<file path="src/rtl/uart_transmitter.sv">
`default_nettype none
// ============================================================================
// Module   : uart_transmitter
// Purpose  : Serial transmit end of the UART. Accepts bytes through a
//            one-deep holding register and shifts them out as 8N1 frames
//            (start bit, DATA_BITS data bits LSB first, stop bit), with each
//            bit lasting 'divisor' clock cycles (clamped to MIN_DIVISOR).
// Revision : 1.0 - initial release
// ----------------------------------------------------------------------------
// Ports:
//   clk        in   1  system clock, rising edge
//   notreset   in   1  asynchronous active-low reset
//   enable     in   1  UART enable; 0 = finish current frame, then stay idle
//   divisor    in   8  clk cycles per serial bit
//   data       in   8  byte to transmit
//   load       in   1  write strobe for data
//   holdempty  out  1  holding register can accept a byte
//   busy       out  1  frame in progress
//   overrun    out  1  one-cycle pulse: load while holding register full
//   tx         out  1  serial line, idles high
// ============================================================================
module uart_transmitter #(
    parameter int DATA_BITS   = 8,
    parameter int MIN_DIVISOR = 5
) (
    input  logic                 clk,
    input  logic                 notreset,
    input  logic                 enable,
    input  logic [7:0]           divisor,
    input  logic [DATA_BITS-1:0] data,
    input  logic                 load,
    output logic                 holdempty,
    output logic                 busy,
    output logic                 overrun,
    output logic                 tx
);

    localparam int                IDX_W    = (DATA_BITS > 1) ? $clog2(DATA_BITS) : 1;
    localparam logic [IDX_W-1:0]  LAST_IDX = IDX_W'(DATA_BITS - 1);
    localparam logic [7:0]        MIN_DIV  = 8'(MIN_DIVISOR);

    typedef enum logic [1:0] {
        IDLE  = 2'd0,
        START = 2'd1,
        DATA  = 2'd2,
        STOP  = 2'd3
    } state_t;

    state_t                 state;
    logic [DATA_BITS-1:0]   hold;
    logic [DATA_BITS-1:0]   shift;
    logic [7:0]             bitdiv;
    logic [7:0]             baud_cnt;
    logic [IDX_W-1:0]       bit_idx;

    logic                   wrap;
    logic                   start_now;
    logic [7:0]             div_clamped;

    // Last cycle of the current bit; bitdiv is never below MIN_DIV while a
    // frame is active, so the subtraction cannot underflow in use.
    assign wrap        = (baud_cnt == (bitdiv - 8'd1));
    assign div_clamped = (divisor >= MIN_DIV) ? divisor : MIN_DIV;

    // A new frame begins from IDLE, or back-to-back from the final cycle of
    // a stop bit, whenever a byte is waiting and the UART is enabled.
    assign start_now = enable && !holdempty &&
                       ((state == IDLE) || ((state == STOP) && wrap));

    always_ff @(posedge clk or negedge notreset) begin
        if (!notreset) begin
            state     <= IDLE;
            tx        <= 1'b1;
            holdempty <= 1'b1;
            busy      <= 1'b0;
            overrun   <= 1'b0;
            hold      <= '0;
            shift     <= '0;
            bitdiv    <= 8'd0;
            baud_cnt  <= 8'd0;
            bit_idx   <= '0;
        end else begin
            overrun <= 1'b0;

            // Holding register write. A load while full is dropped and
            // flagged, even if the held byte moves to the shifter this edge.
            if (load) begin
                if (holdempty) begin
                    hold      <= data;
                    holdempty <= 1'b0;
                end else begin
                    overrun <= 1'b1;
                end
            end

            case (state)
                IDLE: begin
                    tx       <= 1'b1;
                    busy     <= 1'b0;
                    baud_cnt <= 8'd0;
                end

                START: begin
                    if (wrap) begin
                        baud_cnt <= 8'd0;
                        bit_idx  <= '0;
                        tx       <= shift[0];
                        state    <= DATA;
                    end else begin
                        baud_cnt <= baud_cnt + 8'd1;
                    end
                end

                DATA: begin
                    if (wrap) begin
                        baud_cnt <= 8'd0;
                        shift    <= {1'b0, shift[DATA_BITS-1:1]};
                        if (bit_idx == LAST_IDX) begin
                            tx    <= 1'b1;
                            state <= STOP;
                        end else begin
                            // tx leads the shift register by one bit so the
                            // output stays registered.
                            tx      <= shift[1];
                            bit_idx <= bit_idx + 1'b1;
                        end
                    end else begin
                        baud_cnt <= baud_cnt + 8'd1;
                    end
                end

                STOP: begin
                    if (wrap) begin
                        baud_cnt <= 8'd0;
                        tx       <= 1'b1;
                        busy     <= 1'b0;
                        state    <= IDLE;
                    end else begin
                        baud_cnt <= baud_cnt + 8'd1;
                    end
                end

                default: begin
                    state <= IDLE;
                    tx    <= 1'b1;
                    busy  <= 1'b0;
                end
            endcase

            // Frame launch overrides the state-local updates above.
            if (start_now) begin
                state     <= START;
                shift     <= hold;
                holdempty <= 1'b1;
                bitdiv    <= div_clamped;
                baud_cnt  <= 8'd0;
                bit_idx   <= '0;
                tx        <= 1'b0;
                busy      <= 1'b1;
            end
        end
    end

endmodule
`default_nettype wire

</file>
<file path="config.mk">
export PLATFORM = sky130hd
export DESIGN_NAME = uart_transmitter
export DESIGN_NICKNAME = d
export VERILOG_FILES = /design/src/rtl/uart_transmitter.sv
export SDC_FILE = /design/constraint.sdc
export NUM_CORES = 1
export LEC_CHECK = 0
export ABC_AREA = 1
export CELL_PAD_IN_SITES_DETAIL_PLACEMENT = 1
export CELL_PAD_IN_SITES_GLOBAL_PLACEMENT = 1
export CORE_MARGIN = 4
export CORE_UTILIZATION = 42
export CTS_CLUSTER_DIAMETER = 30
export DETAILED_ROUTE_END_ITERATION = 8
export HOLD_SLACK_MARGIN = 0.03
export PLACE_DENSITY_LB_ADDON = 0.1
export SYNTH_ARGS = -nofsm -noshare
export SYNTH_HDL_FRONTEND = slang
export SYNTH_SLANG_ARGS = --single-unit
</file>
<file path="constraint.sdc">
create_clock -name clk -period 2.1 [get_ports clk]
set_input_delay 0.525 -clock clk [delete_from_list [all_inputs] [get_ports clk]]
set_output_delay 0.525 -clock clk [all_outputs]
set_load 0.05 [all_outputs]
</file>
==> results of run 1 <==
layout by cell type, fill, tap and decap left out, types with 5 or more instances in the layout:
cell type	n
clkbuf_8	5
inv_1	26
nand2_1	81
mux2_2	8
buf_4	16
ha_1	8
xor2_1	5
nand3_1	29
o211ai_1	7
dfrtp_1	39
xnor2_1	5
nor2_1	19
o21ai_0	11
clkdlybuf4s50_1	20
where the power goes:
group	internal, W	switching [W]
registers	0.000803	0.00000657
clock network	0.000234	0.000275
logic	0.0000441	0.0000317
total	0.00108	0.000313
layer usage:
layer,part of all wire [%],up-vias
met2,45,26
met3,3.3,5
li1,-,978
met5,0,-
met4,1.0,0
met1,51,923
registers in the layout (all words and copies together) (netlist names):
name       count
baud_cnt       8
shift          8
busy           1
tx             1
state          2
overrun        1
holdempty      1
hold           8
bit_idx        3
bitdiv         8
through the flow:
stage | area [sq um] | setup WS [ns] | total power, W | hold WS (ns) | utilization (%)
final | 2830 | 0.0359 | 0.00139 | 0.278 | 54.3
after global routing | 2830 | -0.0656 | 0.00147 | 0.333 | 54.3
after CTS | 2740 | 0.0264 | 0.00143 | 0.311 | 52.7
after detailed placement | 2650 | 0.0516 | 0.000904 | 0.484 | 51.0
after global placement | 2650 | 0.104 | 0.000902 | 0.476 | 51.0
after floorplan | 2300 | 0.171 | 0.000844 | 0.229 | -
cell families after synthesis:
group                    share of synthesized area, %
AND/OR/NAND/NOR                                  28.1
flip-flops                                       44.7
buffers and inverters                            7.13
AO/OA/AOI/OAI                                    7.35
XOR/XNOR                                         3.81
adder cells (fa/ha/maj)                          4.90
multiplexers                                     3.92
area by class of cell:
| cell class | count | area [sq um] | share of cell area, % |
|---|---|---|---|
| Multi-Input combinational cell | 200 | 1140 | 40.3 |
| Clock inverter | 2 | 15.0 | 0.531 |
| Clock buffer | 6 | 72.6 | 2.57 |
| Tap cell | 70 | 87.6 | 3.10 |
| Sequential cell | 41 | 1030 | 36.4 |
| Timing Repair Buffer | 40 | 365 | 12.9 |
| Inverter | 31 | 119 | 4.21 |
final timing paths:
check	to	slack, ns	cells past startpoint
min in group clk	tx	0.49	2
setup / recovery	bit_idx[2]	0.04	12
max in group asynchronous	tx	1.45	2
hold reg to reg	tx	0.49	2
hold / removal	bitdiv[6]	0.28	2
setup reg to reg	bit_idx[2]	0.04	12
worst max-delay path, stage by stage, from the launching register on:
cell     delay (ns)
dfrtp_1        0.41
inv_2          0.09
ha_4           0.20
xnor2_1        0.11
nor2_1         0.10
nand3_1        0.11
nor2_1         0.15
nand3_2        0.15
buf_8          0.17
nor3_4         0.23
buf_4          0.15
nand4_1        0.07
nand2_1        0.07
repair_timing:
item	CTS	global route
resized for setup	0	13
setup endpoints to repair	0	23
setup buffers	0	6
hold endpoints to repair	0	0
==> metrics.md, run 1 <==
| Metric | Value |
|---|---|
| First-pass GRT wire length | `8.87 mm` |
| H-tree depth | `2` |
| Fmax | `roughly 0.48 GHz` |
| DRC Markers | `0` |
| Ys async rst share | `100%` |
| Crit path time final | `2.06 ns` |
| Pre-antenna DRT Iters | `4` |
| Dominant cells by area after synthesis | `dfrtp_1 42%, nand2_1 13%, nand3_1 6.3%, ha_1 4.9%, inv_1 4.9%` |
| Pwr/cell area | `494 nW/um^2` |
| Die ar. | `6720 sq um` |
| Worst-case clock buffer depth | `2` |
| GR peak layer | `met2` |
| Hold Vio Cnt, Final | `0` |
| CTS Buf Count | `5` |
| Mean Syn Cell Area | `8.24 sq um` |
| Syn-to-layout area delta | `23.0%` |
| CP Max Fanout | `6` |
| Initial antenna violation count | `0` |
| Cts hold-fix bufs | `0` |
| IO Pins | `24` |
| Clock sink total | `41` |
| Yosys top cell by area | `dfrtp_1` |
| Vias in the first global route | `1932` |
| Setup TNS | `0 ns` |
| Setup-failing EPs final | `0` |
| Pin count of the biggest net entering global routing | `between 40 and 50` |
| YS warnings | `0` |
| Placed Cells | `376` |
| M3 GR Usage | `about 3.3%` |
| Vias | `between 1500 and 2000` |
| Status | `completed` |
| Number of antenna-violating nets in the routed design | `0` |
| Routability cong. | `between 0.7 and 0.8` |
| Synth unique cells | `33` |
| CTS tree | `built` |
| Layout cells sized above 1 | `16.9%` |
| Die Width | `82.0 um` |
| Met2 GRT Util | `27.4%` |
| Skew final | `0.00465 ns` |
| Crit path launch type | `register` |
| Critical Path RT | `2.33 ns` |
| Chip height | `82.0 um` |
| Initial DRC count | `81` |
| Post-synth top cells | `81 x nand2_1, 39 x dfrtp_1, 30 x inv_1` |
| Max-slew headroom | `65.4%` |
| Clk pin slew, worst setup/hold paths | `0.08 ns` |
| Routing usage on met1 | `23.9%` |
| Global Route Usage Sum | `17.3%` |
| Clk_lat worst skew | `~0.29 ns` |
| Post-synthesis sequential area ratio | `44.7%` |
| Row cnt | `26` |
| Clock Tree Root | `clkbuf_8` |
| Worst IR Drop VDD | `320 uV` |
| Critical path type | `register to register` |
| Critical Path AT | `2.30 ns` |
| Syn nets | `308` |
| Synth Flop Type | `dfrtp_1` |
| Most numerous cell in the Yosys netlist | `nand2_1` |
| Avg WL per Cell | `13.9 um` |
| Layout fillers | `655` |
| Synth Instances | `279` |
| Worst slew pin tran | `0.518 ns` |
| Number of synthesized flops with an enable pin | `0` |
| Hold Path Class | `primary input to asynchronous set/reset pin` |
| DR vias/cell | `4.95` |
| Core area | `5200 sq um` |
| Final Max Tran Viols | `0` |
| Post-Route WL | `about 5.4 mm` |
| Effective utilization at floorplan | `between 40 and 50%` |
| Dpl hpwl | `approximately 4 mm` |
| IO buf count | `23` |
| N_diodes | `0` |
| Setup crit end kind | `register` |
| Tcrit/Tclk final | `98.3%` |
| Final net count | `348` |
| Post-Syn Area | `~2300 sq um` |
| Critical R2R Launch | `bitdiv[0]` |
| Final cell count without fillers | `390` |
| Crit path launch | `bitdiv[0]` |
| Lkg Pwr | `1.40 nW` |
| Share of the synthesized area in the top cell type | `42.5%` |
| Max Cap Viol | `0` |
| Synth Register Bits | `41` |
| Total grt overflow | `0` |
(Power assumes the default switching activity.)
==> run 2: changes to the inputs <==
SKIP_LAST_GASP = 1   (was default)
TNS_END_PERCENT = 50   (was default)
==> results of run 2 <==
No change in the layout: final DEF, timing and power equal those of run 1.
==> run 3: changes to the inputs <==
CAP_MARGIN = 0   (was default)
RECOVER_POWER = 25   (was default)
==> metrics.md, run 3 (synthesis results as in run 1) <==
| Metric | Value |
|---|---|
| Dpl hpwl | `3.94 mm (unchanged)` |
| Cts hold-fix bufs | `0 (unchanged)` |
| Fmax | `0.484 GHz (unchanged)` |
| Hold slack | `0.467 ns (+0.190 ns)` |
| Chip height | `82.0 um (unchanged)` |
| CTS tree | `built` |
| Most common cell after layout, fill and taps aside | `nand2_1` |
| Initial DRC count | `81 (unchanged)` |
| First-pass GRT wire length | `8.87 mm (unchanged)` |
| Setup crit end kind | `register` |
| Pre-CTS setup slack | `0.0516 ns (unchanged)` |
| Critical path type | `register to register` |
| Post-Route WL | `5.40 mm (about the same)` |
| Die Width | `82.0 um (unchanged)` |
| Commonest cells after routing, fill and taps aside | `81 x nand2_1, 39 x dfrtp_1, 29 x nand3_1, 26 x inv_1, 20 x clkdlybuf4s50_1` |
| Final worst slack | `0.0359 ns (unchanged)` |
| Status | `completed` |
| Crit path launch type | `register` |
| Vias | `1932 (unchanged)` |
| Final Max Tran Viols | `0 (unchanged)` |
| Layout cells sized above 1 | `16.9% (unchanged)` |
| Worst IR Drop VDD | `320 uV (about the same)` |
| Max-slew headroom | `32.6% (-33 points)` |
| Worst slew pin tran | `1.01 ns (+0.493 ns)` |
| Setup-failing EPs final | `0 (unchanged)` |
| Lkg Pwr | `1.40 nW (about the same)` |
| CP Max Fanout | `6 (unchanged)` |
| Clk_lat worst skew | `0.29 ns (about the same)` |
| Number of antenna-violating nets in the routed design | `0 (unchanged)` |
| Pre-antenna DRT Iters | `4 (unchanged)` |
| Max Cap Viol | `0 (unchanged)` |
| Syn-to-layout area delta | `22.9% (about the same)` |
| Clock Tree Root | `clkbuf_8` |
| Routability cong. | `0.787 (unchanged)` |
| Total power | `0.00139 W (about the same)` |
| Critical Path RT | `2.33 ns (about the same)` |
| Worst-case clock buffer depth | `2 (unchanged)` |
| Post-layout util | `54.3% (about the same)` |
| CTS Buf Count | `5 (unchanged)` |
| Tcrit/Tclk final | `98.3% (unchanged)` |
| IO buf count | `23 (unchanged)` |
| Die ar. | `6720 sq um (unchanged)` |
| DRC Markers | `0 (unchanged)` |
| H-tree depth | `2 (unchanged)` |
| Initial antenna violation count | `0 (unchanged)` |
| Vias in the first global route | `1932 (unchanged)` |
| Setup TNS | `0 ns (unchanged)` |
| Final net count | `348 (unchanged)` |
| Pin count of the biggest net entering global routing | `42 (unchanged)` |
| Clk pin slew, worst setup/hold paths | `0.08 ns (about the same)` |
| Hold Vio Cnt, Final | `0 (unchanged)` |
| Hold Path Class | `primary input to asynchronous set/reset pin` |
| DR vias/cell | `4.95 (unchanged)` |
| Effective utilization at floorplan | `44.2% (unchanged)` |
| Crit path time final | `2.06 ns (unchanged)` |
| Pwr/cell area | `494 nW/um^2 (about the same)` |
| Row cnt | `26 (unchanged)` |
| IO Pins | `24 (unchanged)` |
| Clock sink total | `41 (unchanged)` |
| Global Route Usage Sum | `17.3% (unchanged)` |
| Layout fillers | `656 (+0.15%)` |
| Avg WL per Cell | `13.9 um (about the same)` |
| N_diodes | `0 (unchanged)` |
| Skew final | `0.00465 ns (unchanged)` |
| Core area | `5200 sq um (unchanged)` |
| Total grt overflow | `0 (unchanged)` |
| Critical Path AT | `2.30 ns (about the same)` |
## run 3: cell types whose count changed in the layout (fill, tap and decap cells not counted)
| cell | delta |
|---|---|
| clkbuf_2 | +1 |
| buf_4 | -1 |
## run 3: critical path, stage by stage (launching register included)
cell	delay (ns)
dfrtp_1	0.41
inv_2	0.09
ha_4	0.20
xnor2_1	0.11
nor2_1	0.10
nand3_1	0.11
nor2_1	0.15
nand3_2	0.15
buf_8	0.17
nor3_4	0.23
buf_4	0.15
nand4_1	0.07
nand2_1	0.07
## run 3: power by group
group / total, W / switching, W / internal (W) / leakage (nW)
logic: 0.0000751 / 0.0000317 / 0.0000434 / 0.847
registers: 0.000810 / 0.00000657 / 0.000803 / 0.515
clock network: 0.000509 / 0.000275 / 0.000234 / 0.0374
total: 0.00139 / 0.000313 / 0.00108 / 1.40
## run 3: area by class of cell
class	count	area (sq um)	share of cell area (%)
Clock buffer	6	72.6	2.57
Clock inverter	2	15.0	0.532
Inverter	31	119	4.21
Multi-Input combinational cell	200	1140	40.3
Sequential cell	41	1030	36.4
Tap cell	70	87.6	3.10
Timing Repair Buffer	40	363	12.8
## run 3: worst paths after layout
path	startpoint	to	slack (ns)	depth (start not counted)
min	notreset	bitdiv[6]	0.47	2
max reg2reg	bitdiv[0]	bit_idx[2]	0.04	12
max	bitdiv[0]	bit_idx[2]	0.04	12
min in group clk	tx	tx	0.49	2
min reg2reg	tx	tx	0.49	2
max in group asynchronous	notreset	bitdiv[2]	1.00	2
## run 3: stage by stage
step | area (sq um) | std cells
3_3_place_gp | 2650 | 376
5_1_grt | 2820 | 390
3_5_place_dp | 2650 | 376
4_1_cts | 2740 | 384
2_1_floorplan | 2300 | 279
6_report | 2820 | 390
## run 3: metal layers
| layer | up-vias | global-route usage [%] | wire length, um |
|---|---|---|---|
| li1 | 978 | - | - |
| met1 | 923 | 23.9 | 2740 |
| met2 | 26 | 27.4 | 2430 |
| met3 | 5 | 3.29 | 181 |
| met4 | 0 | 4.98 | 55 |
| met5 | - | 0 | 0 |
## run 3: timing repair
item,CTS,global route
setup endpoints to repair,0,23
setup buffers,0,6
gates resized for setup,0,13
